## config.mk

```make
export PLATFORM = sky130hd
export DESIGN_NAME = mem_stage_sram_flat
export DESIGN_NICKNAME = d
export VERILOG_FILES = /design/src/rtl/mem_stage_sram_if.sv /design/src/rtl/mem_stage_sram.sv /design/src/flat_wrapper.sv
export SDC_FILE = /design/constraint.sdc
export NUM_CORES = 1
export LEC_CHECK = 0
export CAP_MARGIN = 20
export CELL_PAD_IN_SITES_DETAIL_PLACEMENT = 2
export CELL_PAD_IN_SITES_GLOBAL_PLACEMENT = 2
export CORE_ASPECT_RATIO = 0.9
export CORE_MARGIN = 10
export CORE_UTILIZATION = 25
export DETAILED_ROUTE_END_ITERATION = 10
export DONT_BUFFER_PORTS = 1
export PLACE_DENSITY_LB_ADDON = 0.1
export SLEW_MARGIN = 10
export SYNTH_ARGS = -nofsm -noshare
export SYNTH_HDL_FRONTEND = slang
export SYNTH_SLANG_ARGS = --single-unit
```

## constraint.sdc

```tcl
create_clock -name clk -period 1.9 [get_ports clk]
set_input_delay 0 -clock clk [delete_from_list [all_inputs] [get_ports clk]]
set_output_delay 0 -clock clk [all_outputs]
set_load 0.02 [all_outputs]
```

## src/rtl/mem_stage_sram_if.sv

```systemverilog
// Pin bundle between the memory-stage controller and an external 16-bit
// asynchronous SRAM (half-word addressed, split DQ in/out with output enable).
interface mem_stage_sram_if #(
  parameter int SRAM_AW = 18
);
  logic [SRAM_AW-1:0] sram_addr;
  logic               sram_we_n;
  logic [15:0]        sram_dq_out;
  logic               sram_dq_oe;
  logic [15:0]        sram_dq_in;

  modport master (
    output sram_addr, sram_we_n, sram_dq_out, sram_dq_oe,
    input  sram_dq_in
  );

  modport slave (
    input  sram_addr, sram_we_n, sram_dq_out, sram_dq_oe,
    output sram_dq_in
  );
endinterface

```

## src/rtl/mem_stage_sram.sv

```systemverilog
// ARM pipeline memory stage: serves LDR/STR as two half-word accesses on a
// 16-bit async SRAM, stalling the pipeline via ready while an access is in flight.
module mem_stage_sram #(
  parameter int          WAIT_CYCLES = 2,
  parameter logic [31:0] BASE_ADDR   = 32'd1024,
  parameter int          SRAM_AW     = 18
) (
  input  logic        clk,
  input  logic        rst,
  input  logic        wb_en_in,
  input  logic        mem_r_en_in,
  input  logic        mem_w_en_in,
  input  logic [31:0] alu_result,
  input  logic [31:0] val_rm,
  input  logic [3:0]  dest_in,
  output logic        wb_en,
  output logic        mem_r_en,
  output logic [31:0] alu_result_out,
  output logic [3:0]  dest,
  output logic [31:0] mem_result,
  output logic        ready,
  mem_stage_sram_if.master sram
);

  localparam int CW = (WAIT_CYCLES > 1) ? $clog2(WAIT_CYCLES) : 1;

  typedef enum logic [1:0] {IDLE, LOW, HIGH, DONE} state_t;

  state_t             state_q, state_d;
  logic [CW-1:0]      cnt_q;
  logic               is_wr_q;
  logic [15:0]        lo_buf_q;
  logic [31:0]        offs;
  logic [SRAM_AW-2:0] word;
  logic               req, wr_req, last;
  logic               offs_unused;

  assign wb_en          = wb_en_in;
  assign mem_r_en       = mem_r_en_in;
  assign alu_result_out = alu_result;
  assign dest           = dest_in;

  assign req    = mem_r_en_in | mem_w_en_in;
  // A request with both enables set is treated as a read.
  assign wr_req = mem_w_en_in & ~mem_r_en_in;
  assign offs   = alu_result - BASE_ADDR;
  assign word   = offs[SRAM_AW:2];
  assign last   = (cnt_q == CW'(WAIT_CYCLES - 1));
  assign offs_unused = ^{offs[31:SRAM_AW+1], offs[1:0]};

  always_ff @(posedge clk or negedge rst) begin
    if (!rst) state_q <= IDLE;
    else      state_q <= state_d;
  end

  always_comb begin
    state_d = state_q;
    ready   = 1'b0;
    case (state_q)
      IDLE: begin
        ready = ~req;
        if (req) state_d = LOW;
      end
      LOW:  if (last) state_d = HIGH;
      HIGH: if (last) state_d = DONE;
      DONE: begin
        ready   = 1'b1;
        state_d = IDLE;
      end
      default: state_d = IDLE;
    endcase
    if (!rst) ready = 1'b1;
  end

  // SRAM pins are registered so they only move on the rising edge; each
  // phase holds them for WAIT_CYCLES cycles and samples DQ on its last cycle.
  always_ff @(posedge clk or negedge rst) begin
    if (!rst) begin
      cnt_q            <= '0;
      is_wr_q          <= 1'b0;
      lo_buf_q         <= '0;
      mem_result       <= '0;
      sram.sram_addr   <= '0;
      sram.sram_we_n   <= 1'b1;
      sram.sram_dq_out <= '0;
      sram.sram_dq_oe  <= 1'b0;
    end else begin
      case (state_q)
        IDLE: begin
          if (req) begin
            cnt_q          <= '0;
            is_wr_q        <= wr_req;
            sram.sram_addr <= {word, 1'b0};
            if (wr_req) begin
              sram.sram_we_n   <= 1'b0;
              sram.sram_dq_oe  <= 1'b1;
              sram.sram_dq_out <= val_rm[15:0];
            end
          end
        end
        LOW: begin
          if (!last) begin
            cnt_q <= cnt_q + CW'(1);
          end else begin
            cnt_q          <= '0;
            sram.sram_addr <= {word, 1'b1};
            if (is_wr_q) sram.sram_dq_out <= val_rm[31:16];
            else         lo_buf_q         <= sram.sram_dq_in;
          end
        end
        HIGH: begin
          if (!last) begin
            cnt_q <= cnt_q + CW'(1);
          end else begin
            cnt_q           <= '0;
            sram.sram_we_n  <= 1'b1;
            sram.sram_dq_oe <= 1'b0;
            if (!is_wr_q) mem_result <= {sram.sram_dq_in, lo_buf_q};
          end
        end
        default: ;
      endcase
    end
  end

endmodule

```

## src/flat_wrapper.sv

```systemverilog
// flat-port wrapper written by rule: the top's interface ports become plain ports
module mem_stage_sram_flat 
#(
  parameter int          WAIT_CYCLES = 2,
  parameter logic [31:0] BASE_ADDR   = 32'd1024,
  parameter int          SRAM_AW     = 18
)
  (clk, rst, wb_en_in, mem_r_en_in, mem_w_en_in, alu_result, val_rm, dest_in, wb_en, mem_r_en, alu_result_out, dest, mem_result, ready, sram_sram_addr, sram_sram_we_n, sram_sram_dq_out, sram_sram_dq_oe, sram_sram_dq_in);
  mem_stage_sram_if #(.SRAM_AW(SRAM_AW)) sram_i ();
  input  logic clk;
  input  logic rst;
  input  logic wb_en_in;
  input  logic mem_r_en_in;
  input  logic mem_w_en_in;
  input  logic [31:0] alu_result;
  input  logic [31:0] val_rm;
  input  logic [3:0] dest_in;
  output logic wb_en;
  output logic mem_r_en;
  output logic [31:0] alu_result_out;
  output logic [3:0] dest;
  output logic [31:0] mem_result;
  output logic ready;
  output wire logic [$bits(sram_i.sram_addr)-1:0] sram_sram_addr;
  output wire logic [$bits(sram_i.sram_we_n)-1:0] sram_sram_we_n;
  output wire logic [$bits(sram_i.sram_dq_out)-1:0] sram_sram_dq_out;
  output wire logic [$bits(sram_i.sram_dq_oe)-1:0] sram_sram_dq_oe;
  input wire logic [$bits(sram_i.sram_dq_in)-1:0] sram_sram_dq_in;
  assign sram_sram_addr = sram_i.sram_addr;
  assign sram_sram_we_n = sram_i.sram_we_n;
  assign sram_sram_dq_out = sram_i.sram_dq_out;
  assign sram_sram_dq_oe = sram_i.sram_dq_oe;
  assign sram_i.sram_dq_in = sram_sram_dq_in;
  mem_stage_sram #(.WAIT_CYCLES(WAIT_CYCLES), .BASE_ADDR(BASE_ADDR), .SRAM_AW(SRAM_AW)) u_core (.clk(clk), .rst(rst), .wb_en_in(wb_en_in), .mem_r_en_in(mem_r_en_in), .mem_w_en_in(mem_w_en_in), .alu_result(alu_result), .val_rm(val_rm), .dest_in(dest_in), .wb_en(wb_en), .mem_r_en(mem_r_en), .alu_result_out(alu_result_out), .dest(dest), .mem_result(mem_result), .ready(ready), .sram(sram_i));
endmodule
```

---- Yosys cells after proc, flatten, opt, wreduce, memory -nomap -nowiden ----
Cells that the tools add are included.
storage, ports and cells
  input bits .............................. 89
  logic and storage cells ................. 62
  flip-flop bits (word level) ............. 88
  output and inout bits ................... 107
cells by class
  add/sub/neg operators ................... 2
  reductions and logical operators ........ 13
  eq/ne operators ......................... 8
  mux-type cells .......................... 25
  bitwise gates (word level) .............. 5
operators with widths
  cell                      count
  $mux W16                  4
  $mux W18                  2
  $pmux W18 S2              1
  $pmux W16 S2              1
  $sub A19 B11 Y19 const B  1
  $reduce_and A3 Y1         4
  $ne A2 B1 Y1 const B      5
  $mux W1                   9
  $pmux W1 S2               4
  $pmux W2 S4               1
  $mux W2                   3
  $reduce_bool A2 Y1        3
  $reduce_and A5 Y1         1
  $eq A2 B2 Y1 const B      2
  $reduce_and A2 Y1         2
  $reduce_and A4 Y1         1
  $not A1 Y1                3
  $eq A2 B1 Y1 const B      1
  $logic_not A2 Y1          1
  $reduce_or A2 Y1          1
  $add A1 B1 Y1 const B     1
  $and A1 B1 Y1             1
  $or A1 B1 Y1              1

---- Longest topological paths before layout ----
  depth in word-level cells ............... 5
  mapped depth ............................ 7
  mapped depth without buffers ............ 5

---- Worst setup path before layout ----
No wires, ideal clock.
  path kind ............................... register to register
  start point ............................. register u_core.state_q[1]
  end point ............................... register u_core.sram.sram_dq_out[10]
  cell stages (with the launch flop) ...... 8
  path buffers ............................ 2
  clock period less this slack ............ 1879 ps
  data arrival time ....................... 1754 ps
  setup slack ............................. 21 ps
  setup time .............................. 125 ps
  required time ........................... 1775 ps
  cell sequence ........................... dfrtp_1 -> inv_1 -> ha_1 -> buf_2 -> a21boi_1 -> a211oi_4 -> buf_6 -> mux2_2
on the way
  cells in the longest elaborated chain, start to end .. 3
  elaborated cells on any way between the ends .. 9
  those cells by class .................... 5 x eq/ne; 1 x mux; 3 x reduce/logical
RTL lines
  item                                                                 line                     source
  start: declaration                                                   mem_stage_sram.sv:29     state_t state_q, state_d;
  start signal: assignment                                             mem_stage_sram.sv:53     else state_q <= state_d;
  $eq A2 B1 Y1 or $logic_not A2 Y1 (tied branches)                     mem_stage_sram.sv:88     case (state_q)
  $ne A2 B1 Y1 (no source line) or $reduce_bool A2 Y1 (tied branches)  n/a
  $reduce_and A5 Y1 (no source line)                                   n/a
  end signal: assignment                                               mem_stage_sram.sv:97     sram.sram_dq_out <= val_rm[15:0];
  end signal: assignment                                               mem_stage_sram.sv:107    if (is_wr_q) sram.sram_dq_out <= val_rm[31:16];
  end: declaration                                                     mem_stage_sram_if.sv:13  output sram_addr, sram_we_n, sram_dq_out, sram_dq_oe,
Parallel ways exist; a longest one is shown, timed or not.
A chain may end at the register's enable or synchronous reset.

---- Worst setup path after layout ----
  start point ............................. input alu_result[10]
  end point ............................... register u_core.sram.sram_addr[17]
on the way
  cells in the longest elaborated chain, start to end .. 3
  elaborated cells on any way between the ends .. 4
  those cells by class .................... 1 x add/sub; 3 x mux
RTL lines
  item                         line                                         source
  start: declaration           flat_wrapper.sv:15                           input logic [31:0] alu_result;
  $sub A19 B11 Y19 *           mem_stage_sram.sv:46                         assign offs = alu_result - BASE_ADDR;
  $mux W18 (on tied branches)  mem_stage_sram.sv:102, mem_stage_sram.sv:90
  $pmux W18 S2 *               mem_stage_sram.sv:88
  end signal: assignment       mem_stage_sram.sv:93                         sram.sram_addr <= {word, 1'b0};
  end signal: assignment       mem_stage_sram.sv:106                        sram.sram_addr <= {word, 1'b1};
  end: declaration             mem_stage_sram_if.sv:13
Every way passes the cells marked *; elsewhere a longest branch is shown, timed or not. The select of a mux whose other input is x is not followed.

==> impl_metrics.ini <==
[worst_setup_path]
path_cells = inv_1, dlygate4sd3_1, ha_4, or3b_4, o31ai_1, dlygate4sd3_1, a31oi_1
critPathSlowestCell = dlygate4sd3_1
cp_common_cell = dlygate4sd3_1
rr_worst_depth = 6
path_class = in2reg
crit_buf_inv = 3
worst_path_dominant_cell_family = buffers and inverters
crit_required_ns = 2.13
max_stage_delay_ns = 0.60
worstSetupPathDepth = 7
crit_arrival_ns = 2.05
cp-start-kind = primary input
cp_max_fo = 4
endpoint_kind = flip-flop

[power_and_ir_drop]
cellLeakagePower_nw = 2.17
powerDensity_nw_per_um2 = 1830
combPwrFrac_pct = 32.9
switching_share_pct = 37.7
clkPwrFrac_pct = 20.4
switchingPower_w = 0.00365
ir_worst_vdd_uv = 632
power_frac_seq_pct = 46.7
p_int_w = 0.00603

[synthesis]
muxShareOfSynthArea_pct = 25.5
synth_compound_area_share_pct = 5.61
syn_area_per_cell_um2 = 13.4
syn-num-nets = 400
ys_seq_area_share_pct = 53.7
synth_cell_types = 39
async_reset_ff_share_pct = 100
syn_area_um2 = 4100
synthFlopType = dfrtp_1
syn_inst = 305
yosys_register_bits = 88
synth_edf_count = 0
synthSimpleGateAreaFrac_pct = 3.45
synthAdderAreaFrac_pct = 1.83
yosys_warnings = 0
synth_top_family_by_area = multiplexers
synthXorXnorAreaFrac_pct = 0.641

[die]
coreArea_um2 = 16100
die_h_um = 141
dieWidth_um = 155
initial_core_util_pct = 25.4
dieArea_um2 = 21900
ios = 196
rows = 44

[clock_network]
numCtsBuffers = 9
cts_tree = done
cts_buffer_depth = 2
clkTransAtPathRegs_ns = 0.06
hold_buffers = 74
h-tree-depth = 3
cts-root-buf = clkbuf_16
cts.sinks = 88
clk_latency_ns = 0.34

[placement]
place_area_um2 = 4160
hpwl_um = 7380
dp_cells = 476
place.gp.congestion = 0.652
dpl_worst_slack_ns = 0.0212
portBuffers = 0

[route]
drc = 0
drt-pass1-iter-count = 4
viasPerCell = 4.48
num_vias = 2549
postRouteAntennaNets = 0
drt_iter0_drc = 52
wl_per_cell_um = 20.1
drt_wl_total_um = 11500

[final_layout]
final_cells = 569
fin_area_um2 = 5300
fillerInstances = 1678
area.growth.synth_to_final_pct = 29.2
final_common_cell = mux2_2
final_cell_mix = mux2_2 (92), dfrtp_1 (87), dlygate4sd3_1 (74), a21oi_1 (14), buf_4 (13)
finalCoreUtilization_pct = 32.8
antennaDiodeCount = 0
nets = 452
layout-drive-gt1-share_pct = 37.6

[outcome]
status = complete, but fails checks
violations = hold timing

[sta]
worst_slack_ns = 0.0759
period_needed_ns = 1.82
worstMarginPinSlew_ns = 0.379
fin_skew_ns = 0.00696
hold_viol = 88
slew_headroom_pct = 74.1
max_freq_mhz = 548
maxSlewViolCount = 0
finalSetupViolCount = 0
fin_tns_setup_ns = 0
rsz0062_at_grt = yes
post-route-period-util_pct = 96.0
fin_hold_ws_ns = -0.649

[hold_path]
hp-class = in2async

[job]
max_cap_violations = 0

[global_routing]
grt_pass1_vias = 3017
grt_max_degree = 90
antenna_found_initial = 0
grt_pass1_wl_um = 18100
grt_usage_pct = 10.5
globalRouteOverflowTotal = 0
worst register-to-register path, delay by kind of cell, from the launching register on:
family	cells	cell delay [ns]
AND/OR/NAND/NOR	1	0.09
flip-flops	1	0.42
adder cells (fa/ha/maj)	1	0.24
AO/OA/AOI/OAI	1	0.26
buffers and inverters	2	0.30
multiplexers	1	0.35
state kept, by name, summed over array words and instances, names as in the netlist:
signal                   count
u_core.sram.sram_we_n        1
u_core.sram.sram_dq_oe       1
u_core.lo_buf_q             16
u_core.state_q               2
u_core.sram.sram_dq_out     16
u_core.is_wr_q               1
u_core.mem_result           32
u_core.cnt_q                 1
u_core.sram.sram_addr       18
final timing paths:
check / end / slack (ns) / startpoint
worst max-delay path: u_core.sram.sram_addr[17] / 0.08 / alu_result[10]
worst min-delay path: u_core.mem_result[4] / -0.65 / rst
worst min register to register: u_core.mem_result[15] / 0.50 / u_core.lo_buf_q[15]
worst max register to register: u_core.sram.sram_dq_out[8] / 0.11 / u_core.state_q[1]
max in group asynchronous: u_core.sram.sram_we_n / 2.36 / rst
min in group clk: alu_result_out[26] / 0 / alu_result[26]
cell families after synthesis:
logic type	count (synthesis)
multiplexers	93
flip-flops	88
buffers and inverters	57
AO/OA/AOI/OAI	36
AND/OR/NAND/NOR	22
adder cells (fa/ha/maj)	6
XOR/XNOR	3
Yosys cell counts, types with 2 or more instances:
library cell / number / share of area [%]
a21o_1: 2 / 0.37
a21oi_1: 14 / 1.7
a31oi_1: 3 / 0.46
buf_2: 7 / 0.85
buf_4: 39 / 7.1
clkbuf_1: 2 / 0.18
dfrtp_1: 87 / 53
ha_1: 6 / 1.8
inv_1: 7 / 0.64
mux2_2: 92 / 25
nand2_1: 2 / 0.18
nand3b_1: 2 / 0.37
nor2_1: 5 / 0.46
o21ai_0: 6 / 0.73
o31ai_1: 3 / 0.55
or3_1: 3 / 0.46
or3b_1: 2 / 0.43
xnor2_1: 2 / 0.43
power groups by stage:
| stage | logic [W] | registers [W] | clock network (W) |
|---|---|---|---|
| 2_1_floorplan | 0.00243 | 0.00423 | 0 |
| 3_3_place_gp | 0.00288 | 0.00459 | 0 |
| 3_5_place_dp | 0.00299 | 0.00460 | 0 |
| 4_1_cts | 0.00320 | 0.00457 | 0.00207 |
| 5_1_grt | 0.00350 | 0.00469 | 0.00214 |
| 6_report | 0.00318 | 0.00452 | 0.00198 |
layout make-up:
class / count / area (um2) / area share, %
Clock buffer: 12 / 256 / 4.84
Clock inverter: 4 / 76.3 / 1.44
Inverter: 7 / 26.3 / 0.496
Multi-Input combinational cell: 160 / 1560 / 29.4
Sequential cell: 88 / 2200 / 41.6
Tap cell: 207 / 259 / 4.89
Timing Repair Buffer: 91 / 918 / 17.3
stage by stage:
stage	power (W)	hold slack, ns
after global routing	0.0103	-0.677
after CTS	0.00985	-0.671
final	0.00968	-0.649
after detailed placement	0.00759	-0.292
after floorplan	0.00666	-0.296
after global placement	0.00747	-0.292
what timing repair did:
| action | CTS | global route |
|---|---|---|
| pin swaps | 1 | 3 |
| buffers inserted | 1 | 2 |
| setup endpoints to repair | 1 | 32 |
| endpoints found under the hold margin | 158 | 88 |
| gates resized for setup | 4 | 7 |
layer usage:
| metal | vias to the layer above | routed length [um] | GRT usage [%] |
|---|---|---|---|
| li1 | 1136 | - | - |
| met1 | 1290 | 4720 | 11.9 |
| met2 | 105 | 5440 | 16.9 |
| met3 | 18 | 1120 | 5.08 |
| met4 | 0 | 187 | 3.87 |
| met5 | - | 0 | 0 |
(Power assumes the default switching activity.)
